===== src/rtl/scard_pkg.sv =====
// -----------------------------------------------------------------------------
// scard_pkg
// Shared definitions for the smart-card async receiver: FSM state encoding,
// oversampling constants, the oversample divider calculation and the 3-sample
// majority vote.
// Also provides a default for the `UART_CLK macro (system clock in Hz) when
// the build does not supply one.
// -----------------------------------------------------------------------------
`ifndef UART_CLK
`define UART_CLK 40000000
`endif

package scard_pkg;

  typedef enum logic [2:0] {
    ST_IDLE   = 3'd0,
    ST_START  = 3'd1,
    ST_DATA   = 3'd2,
    ST_PARITY = 3'd3,
    ST_STOP   = 3'd4,
    ST_NACK   = 3'd5
  } state_e;

  localparam int OVERSAMPLE = 16;
  localparam int DATA_BITS  = 8;
  localparam int NACK_TICKS = 16;

  // Ticks within one bit: samples at 7,8,9; decision at 9; bit ends at 15.
  localparam logic [3:0] TICK_SAMP0     = 4'd7;
  localparam logic [3:0] TICK_SAMP1     = 4'd8;
  localparam logic [3:0] TICK_DECIDE    = 4'd9;
  localparam logic [3:0] TICK_LAST      = 4'(OVERSAMPLE - 1);
  localparam logic [3:0] TICK_NACK_LAST = 4'(NACK_TICKS - 1);
  localparam logic [2:0] LAST_DATA_BIT  = 3'(DATA_BITS - 1);

  // Clocks per oversample tick, rounded to nearest, never below 1.
  function automatic int div_calc(input longint clk_freq, input longint baud);
    longint den;
    longint q;
    den = baud * longint'(OVERSAMPLE);
    q   = (clk_freq + (den / 64'sd2)) / den;
    if (q < 64'sd1) begin
      q = 64'sd1;
    end
    return int'(q);
  endfunction

  // 2-of-3 majority vote over the samples of one bit.
  function automatic logic maj3(input logic a, input logic b, input logic c);
    return (a & b) | (a & c) | (b & c);
  endfunction

endpackage


===== src/rtl/scard_baud_tick.sv =====
// -----------------------------------------------------------------------------
// scard_baud_tick
// Oversample divider: produces a one-clock tick every DIV clocks. A synchronous
// restart zeroes the divider so that the first tick after restart lands DIV
// clocks later, aligning tick phase to the detected start edge.
// Ports:
//   clk       in  system clock
//   reset_n   in  asynchronous active-low reset
//   i_restart in  synchronous divider restart
//   o_tick    out one-clock tick, registered
// -----------------------------------------------------------------------------
module scard_baud_tick #(
  parameter int DIV   = 1,
  parameter int DIV_W = 16
) (
  input  logic clk,
  input  logic reset_n,
  input  logic i_restart,
  output logic o_tick
);

  localparam logic [DIV_W-1:0] DIV_LAST = DIV_W'(DIV - 1);
  localparam logic [DIV_W-1:0] CNT_ZERO = {DIV_W{1'b0}};
  localparam logic [DIV_W-1:0] CNT_ONE  = {{(DIV_W-1){1'b0}}, 1'b1};

  logic [DIV_W-1:0] r_cnt;
  logic [DIV_W-1:0] w_cnt_nxt;
  logic             r_tick;

  // Next divider count: restart and wrap both return to zero.
  always_comb begin
    w_cnt_nxt = r_cnt;
    if (i_restart) begin
      w_cnt_nxt = CNT_ZERO;
    end else if (r_cnt == DIV_LAST) begin
      w_cnt_nxt = CNT_ZERO;
    end else begin
      w_cnt_nxt = r_cnt + CNT_ONE;
    end
  end

  // Divider register; the tick is high in every cycle the count sits at DIV-1.
  always_ff @(posedge clk or negedge reset_n) begin
    if (!reset_n) begin
      r_cnt  <= CNT_ZERO;
      r_tick <= 1'b0;
    end else begin
      r_cnt  <= w_cnt_nxt;
      r_tick <= (w_cnt_nxt == DIV_LAST);
    end
  end

  assign o_tick = r_tick;

endmodule


===== src/rtl/async_receiver_scard.sv =====
// -----------------------------------------------------------------------------
// async_receiver_scard
// ISO7816-3 (T=0 style) smart-card serial receiver. Frame: start(0), 8 data
// bits LSB first, even parity, 2 stop/guard bits. 16x oversampling with a
// 3-sample majority vote per bit.
// Optional feature macro: SCARD_NACK_EN -- on a parity error the receiver
// drives RxD_nack_oe for one ETU starting at the stop-bit decision. Without it
// RxD_nack_oe is tied low and the NACK state is not built.
// Ports:
//   clk            in   system clock
//   reset_n        in   asynchronous active-low reset
//   RxD            in   serial line, asynchronous, idle high
//   RxD_data       out  last received byte
//   RxD_data_ready out  one-clock pulse when data/flags update
//   RxD_parity_err out  parity error of last byte
//   RxD_frame_err  out  first stop bit sampled low
//   RxD_busy       out  frame reception in progress
//   RxD_nack_oe    out  drive line low (error signal)
// -----------------------------------------------------------------------------
`ifndef UART_CLK
`define UART_CLK 40000000
`endif

module async_receiver_scard
  import scard_pkg::*;
#(
  parameter int CLK_FREQ = `UART_CLK,
  parameter int BAUD     = 9600,
  parameter int DIV_W    = 16
) (
  input  logic       clk,
  input  logic       reset_n,
  input  logic       RxD,
  output logic [7:0] RxD_data,
  output logic       RxD_data_ready,
  output logic       RxD_parity_err,
  output logic       RxD_frame_err,
  output logic       RxD_busy,
  output logic       RxD_nack_oe
);

  localparam int DIV = div_calc(longint'(CLK_FREQ), longint'(BAUD));

  logic       r_sync1;
  logic       r_sync2;
  logic [1:0] r_sync_vld;
  logic       r_armed;
  state_e     r_state;
  state_e     w_next;
  logic [3:0] r_tick_cnt;
  logic [2:0] r_bit_cnt;
  logic       r_s7;
  logic       r_s8;
  logic [7:0] r_shift;
  logic       r_perr_pend;
  logic [7:0] r_data;
  logic       r_ready;
  logic       r_perr;
  logic       r_ferr;
  logic       r_busy;

  logic w_rxd;
  logic w_tick;
  logic w_maj;
  logic w_decide;
  logic w_bit_end;
  logic w_start;
  logic w_load;

  scard_baud_tick #(
    .DIV   (DIV),
    .DIV_W (DIV_W)
  ) u_baud_tick (
    .clk       (clk),
    .reset_n   (reset_n),
    .i_restart (w_start),
    .o_tick    (w_tick)
  );

  assign w_rxd     = r_sync2;
  // Third vote is the live synced line at the decision tick.
  assign w_maj     = maj3(r_s7, r_s8, w_rxd);
  assign w_decide  = w_tick & (r_tick_cnt == TICK_DECIDE);
  assign w_bit_end = w_tick & (r_tick_cnt == TICK_LAST);
  assign w_start   = (r_state == ST_IDLE) & r_armed & ~w_rxd;
  assign w_load    = (r_state == ST_STOP) & w_decide;

  // Two-flop synchronizer; r_sync_vld marks when r_sync2 holds a real line sample.
  always_ff @(posedge clk or negedge reset_n) begin
    if (!reset_n) begin
      r_sync1    <= 1'b1;
      r_sync2    <= 1'b1;
      r_sync_vld <= 2'b00;
    end else begin
      r_sync1    <= RxD;
      r_sync2    <= r_sync1;
      r_sync_vld <= {r_sync_vld[0], 1'b1};
    end
  end

  // Arming: a start is only accepted after the line has genuinely been seen
  // high, so the reset value of the synchronizer cannot arm a held-low line.
  always_ff @(posedge clk or negedge reset_n) begin
    if (!reset_n) begin
      r_armed <= 1'b0;
    end else if (r_state == ST_NACK) begin
      r_armed <= 1'b0;
    end else if (r_sync_vld[1] & w_rxd) begin
      r_armed <= 1'b1;
    end
  end

  // FSM state register.
  always_ff @(posedge clk or negedge reset_n) begin
    if (!reset_n) begin
      r_state <= ST_IDLE;
    end else begin
      r_state <= w_next;
    end
  end

  // FSM next-state logic.
  always_comb begin
    w_next = r_state;
    case (r_state)
      ST_IDLE: begin
        if (w_start) begin
          w_next = ST_START;
        end else begin
          w_next = ST_IDLE;
        end
      end
      ST_START: begin
        if (w_decide && w_maj) begin
          w_next = ST_IDLE;
        end else if (w_bit_end) begin
          w_next = ST_DATA;
        end else begin
          w_next = ST_START;
        end
      end
      ST_DATA: begin
        if (w_bit_end && (r_bit_cnt == LAST_DATA_BIT)) begin
          w_next = ST_PARITY;
        end else begin
          w_next = ST_DATA;
        end
      end
      ST_PARITY: begin
        if (w_bit_end) begin
          w_next = ST_STOP;
        end else begin
          w_next = ST_PARITY;
        end
      end
      ST_STOP: begin
        // Leave at the first stop-bit decision; the guard bit is not checked
        // so a following start edge is caught immediately.
        if (w_decide) begin
`ifdef SCARD_NACK_EN
          if (r_perr_pend) begin
            w_next = ST_NACK;
          end else begin
            w_next = ST_IDLE;
          end
`else
          w_next = ST_IDLE;
`endif
        end else begin
          w_next = ST_STOP;
        end
      end
`ifdef SCARD_NACK_EN
      ST_NACK: begin
        if (w_tick && (r_tick_cnt == TICK_NACK_LAST)) begin
          w_next = ST_IDLE;
        end else begin
          w_next = ST_NACK;
        end
      end
`endif
      default: begin
        w_next = ST_IDLE;
      end
    endcase
  end

  // Tick counter: the start-detection clock counts as tick 0; restarted at
  // the stop decision so NACK can count its own 16 ticks.
  always_ff @(posedge clk or negedge reset_n) begin
    if (!reset_n) begin
      r_tick_cnt <= 4'd0;
    end else if (w_start) begin
      r_tick_cnt <= 4'd1;
    end else if (w_load) begin
      r_tick_cnt <= 4'd0;
    end else if (w_tick) begin
      r_tick_cnt <= r_tick_cnt + 4'd1;
    end
  end

  // Bit sampling, data shift register, bit counter and parity check.
  always_ff @(posedge clk or negedge reset_n) begin
    if (!reset_n) begin
      r_s7        <= 1'b1;
      r_s8        <= 1'b1;
      r_bit_cnt   <= 3'd0;
      r_shift     <= 8'h00;
      r_perr_pend <= 1'b0;
    end else begin
      if (w_tick && (r_tick_cnt == TICK_SAMP0)) begin
        r_s7 <= w_rxd;
      end
      if (w_tick && (r_tick_cnt == TICK_SAMP1)) begin
        r_s8 <= w_rxd;
      end
      if (r_state == ST_START) begin
        r_bit_cnt <= 3'd0;
      end else if ((r_state == ST_DATA) && w_bit_end) begin
        r_bit_cnt <= r_bit_cnt + 3'd1;
      end
      if ((r_state == ST_DATA) && w_decide) begin
        r_shift <= {w_maj, r_shift[7:1]};
      end
      if ((r_state == ST_PARITY) && w_decide) begin
        r_perr_pend <= w_maj ^ (^r_shift);
      end
    end
  end

  // Host-visible outputs: data and flags change only together with the pulse.
  always_ff @(posedge clk or negedge reset_n) begin
    if (!reset_n) begin
      r_data  <= 8'h00;
      r_ready <= 1'b0;
      r_perr  <= 1'b0;
      r_ferr  <= 1'b0;
      r_busy  <= 1'b0;
    end else begin
      r_ready <= w_load;
      r_busy  <= (w_next != ST_IDLE);
      if (w_load) begin
        r_data <= r_shift;
        r_perr <= r_perr_pend;
        r_ferr <= ~w_maj;
      end
    end
  end

`ifdef SCARD_NACK_EN
  logic r_nack_oe;

  // Error signal follows the NACK state, registered.
  always_ff @(posedge clk or negedge reset_n) begin
    if (!reset_n) begin
      r_nack_oe <= 1'b0;
    end else begin
      r_nack_oe <= (w_next == ST_NACK);
    end
  end

  assign RxD_nack_oe = r_nack_oe;
`else
  assign RxD_nack_oe = 1'b0;
`endif

  assign RxD_data       = r_data;
  assign RxD_data_ready = r_ready;
  assign RxD_parity_err = r_perr;
  assign RxD_frame_err  = r_ferr;
  assign RxD_busy       = r_busy;

endmodule


===== config.mk =====
export PLATFORM = sky130hd
export DESIGN_NAME = async_receiver_scard
export DESIGN_NICKNAME = d
export VERILOG_FILES = /design/src/rtl/scard_pkg.sv /design/src/rtl/scard_baud_tick.sv /design/src/rtl/async_receiver_scard.sv
export SDC_FILE = /design/constraint.sdc
export NUM_CORES = 1
export LEC_CHECK = 0
export CAP_MARGIN = 20
export CORE_UTILIZATION = 31
export DETAILED_ROUTE_END_ITERATION = 6
export GPL_TIMING_DRIVEN = 0
export SLEW_MARGIN = 25
export SYNTH_ARGS = -nofsm -noshare
export SYNTH_HDL_FRONTEND = slang
export SYNTH_SLANG_ARGS = --single-unit

===== constraint.sdc =====
create_clock -name clk -period 2.1 [get_ports clk]
set_clock_uncertainty 0.15 [all_clocks]
set_input_delay 0.21 -clock clk [delete_from_list [all_inputs] [get_ports clk]]
set_output_delay 0.21 -clock clk [all_outputs]
set_load 0.005 [all_outputs]

==> results.ini <==
[status]
status=finished, final reports clean

[setup_path]
path_class=register to register
arrival_ns=2.01
worstPathCellList=inv_1, ha_1, and4b_1, nand3_2, buf_2, mux2_2
cp_top_family=simple AND/OR/NAND/NOR gates
critPathRequiredTime_ns=2.16
critical-path-slowest-cell=dfrtp_1
path_max_fanout=10
cpPeakStageDelay_ns=0.40
r2r_end=RxD_data[3]
crit_buf_inv=2
rr_startpoint=r_tick_cnt[1]
r2r_cells=6
cp.depth=6
crit_path_end_kind=register
reg2reg_slack_ns=0.15
cp-start-kind=register

[route]
drt_iter0_drc=40
drtPass1Iterations=4
post-route-drc-count=0
vias=1844
drtAntennaViolNets=0
drt-total-wl_mm=4.75
wl_per_cell_um=12.5
via_per_inst=4.85

[clocking]
cts_root_buf=clkbuf_8
numCtsBuffers=5
cts_tree=built
clockBufferDepth=2
htreeDepth=2
insertion_delay_ns=0.32
cts.sinks=55
clkTransAtPathRegs_ns=0.11

[finish]
diodes=0
final_cells=380
final_area_um2=3120
final_nets=283
syn2layout_area_growth_pct=15.5
drive_above_1_share_pct=20.7
fin_util_pct=37.4

[global_route]
grt_pass1_vias=1799
grt_usage_pct=11.4
grt_max_degree=42
antenna_found_initial=0
grt_pass1_wl_mm=8.23
overflow=0

[placement]
dp_cells=370
dpl.hpwl_mm=3.32
gp_congestion=0.796
numPortBuffers=14
placed_area_um2=2990

[logic_synthesis]
synth_most_common_cell=dfrtp_1
ys_seq_area_share_pct=51.1
yosys.area.top_type_share_pct=47.2
ys.flop_type=dfrtp_1
syn_nets=259
avgSynthCellArea_um2=10.8
async_flop_share_pct=100
synth_area_leaders=dfrtp_1 (47%), mux2_2 (7.5%), xnor2_1 (4.9%)
yosysWarnings=0
synth_cells=250
synth_edf_count=0
ys_ff_latch=55
ys_top_cells_by_count=dfrtp_1 (51), nor2_1 (27), nand2_1 (22), mux2_2 (18), xnor2_1 (15)
netlist_area_um2=2700
synth_top_area_cell=dfrtp_1
synth_cell_type_count=47

[worst_hold_path]
min_path_type=primary input to async pin

[sta]
hold_viol_final=0
setup-tns-final_ns=0
final.min_clock_period_ns=1.95
period_share_pct=92.9
setup_viol=0
fmax_ghz=0.513
slew_viol_final=0
rsz0062_at_grt=no

[floorplanning]
die_h_um=95.4
core_area_um2=8340
die_area_um2=9090
io_pins=16
die_w_um=95.4
start_util_pct=32.4
fp-row-count=33

[power_and_ir_drop]
pwr-share-clk_pct=29.4
total_power_mw=2.13
p_sw_share_pct=29.8
combPwrFrac_pct=13.7
power_density_nw_per_um2=682
internal_power_mw=1.49
seqPwrFrac_pct=56.9
vdd_drop_max_mv=0.288
p_leak_nw=1.37
switchingPower_mw=0.635

[job]
cap_violations=0

-- cells by family after synthesis --
family / count (synthesis) / synth area share (%)
adder cells (fa/ha/maj): 7 / 3.15
AND/OR/NAND/NOR: 100 / 20.6
AO/OA/AOI/OAI: 25 / 5.84
XOR/XNOR: 24 / 7.78
other: 2 / 0.278
buffers and inverters: 18 / 3.38
flip-flops: 55 / 51.1
multiplexers: 19 / 7.87
-- worst reg2reg max path: stages (launching register included) --
cell and delay, ns:
dfrtp_1 0.40, inv_1 0.07, ha_1 0.17, and4b_1 0.26, nand3_2 0.16, buf_2 0.28
mux2_2 0.37
-- how the worst max path moves through the flow --
stage	startpoint	to	slack, ns
4_1_cts	r_tick_cnt[1]	r_shift[2]	0.02
3_3_place_gp	reset_n	r_bit_cnt[0]	-1.03
2_1_floorplan	r_tick_cnt[1]	r_shift[0]	0.25
5_1_grt	u_baud_tick.r_cnt[1]	u_baud_tick.o_tick	0.009
3_5_place_dp	r_tick_cnt[1]	r_shift[2]	0.03
6_report	r_tick_cnt[1]	RxD_data[3]	0.15
-- registers in the layout (all words and copies together), names as in the netlist, 2 cells and up --
signal,cells
u_baud_tick.r_cnt,16
RxD_data,8
r_shift,8
r_tick_cnt,4
r_bit_cnt,3
r_state,3
r_sync_vld,2
-- cell usage in the layout (no fill, tap or decap), drive strengths merged, types with 2 or more instances in the layout --
cell / count
and3: 4
buf: 13
nor4b: 3
or2: 2
nor2: 27
dfrtp: 51
nand4b: 2
a31oi: 2
conb: 2
or3: 2
nand2b: 4
inv: 8
dfstp: 4
nor3b: 3
xnor2: 15
a21oi: 6
nand2: 22
nand4: 5
mux2: 18
clkbuf: 7
clkdlybuf4s50: 13
nor3: 5
o21ai: 10
nand3: 15
ha: 6
nor4: 4
xor2: 9
a22oi: 2
-- power groups by stage --
stage / Combinational [mW] / Clock (mW) / Sequential [mW]
6_report: 0.291 / 0.626 / 1.21
5_1_grt: 0.330 / 0.688 / 1.23
4_1_cts: 0.292 / 0.658 / 1.21
3_5_place_dp: 0.291 / 0 / 1.23
3_3_place_gp: 0.279 / 0 / 1.23
2_1_floorplan: 0.212 / 0 / 1.21
-- routing by layer --
| metal | up-vias | global-route usage [%] | part of all wire, % |
|---|---|---|---|
| li1 | 902 | - | - |
| met1 | 911 | 15.0 | 50 |
| met2 | 25 | 19.0 | 46 |
| met3 | 6 | 2.63 | 2.8 |
| met4 | 0 | 2.65 | 0.76 |
| met5 | - | 0 | 0 |
-- cell type report --
cell class	instances	area, µm²
fill	837	5220
sequential	55	1380
multi-input combinational	177	1230
timing repair buffer	17	188
tap	105	131
clock buffer	5	68.8
buffer	12	68.8
clock inverter	3	27.5
inverter	6	22.5
-- timing repair --
| item | 4_1_cts | 5_1_grt |
|---|---|---|
| setup buffers | 0 | 1 |
| hold buffers | 1 | 0 |
| resized for setup | 0 | 2 |
| endpoints found under the hold margin | 53 | 0 |
| endpoints found under the setup margin | 0 | 10 |
-- stage by stage --
step / hold WS [ns] / worst slack, ns
6_report: 0.132 / 0.150
5_1_grt: 0.137 / 0.00904
4_1_cts: 0.126 / 0.0196
3_5_place_dp: -0.0667 / 0.0330
3_3_place_gp: 0.183 / -1.03
2_1_floorplan: -0.236 / 0.249
Note: power is estimated with default switching activity, not from simulation.
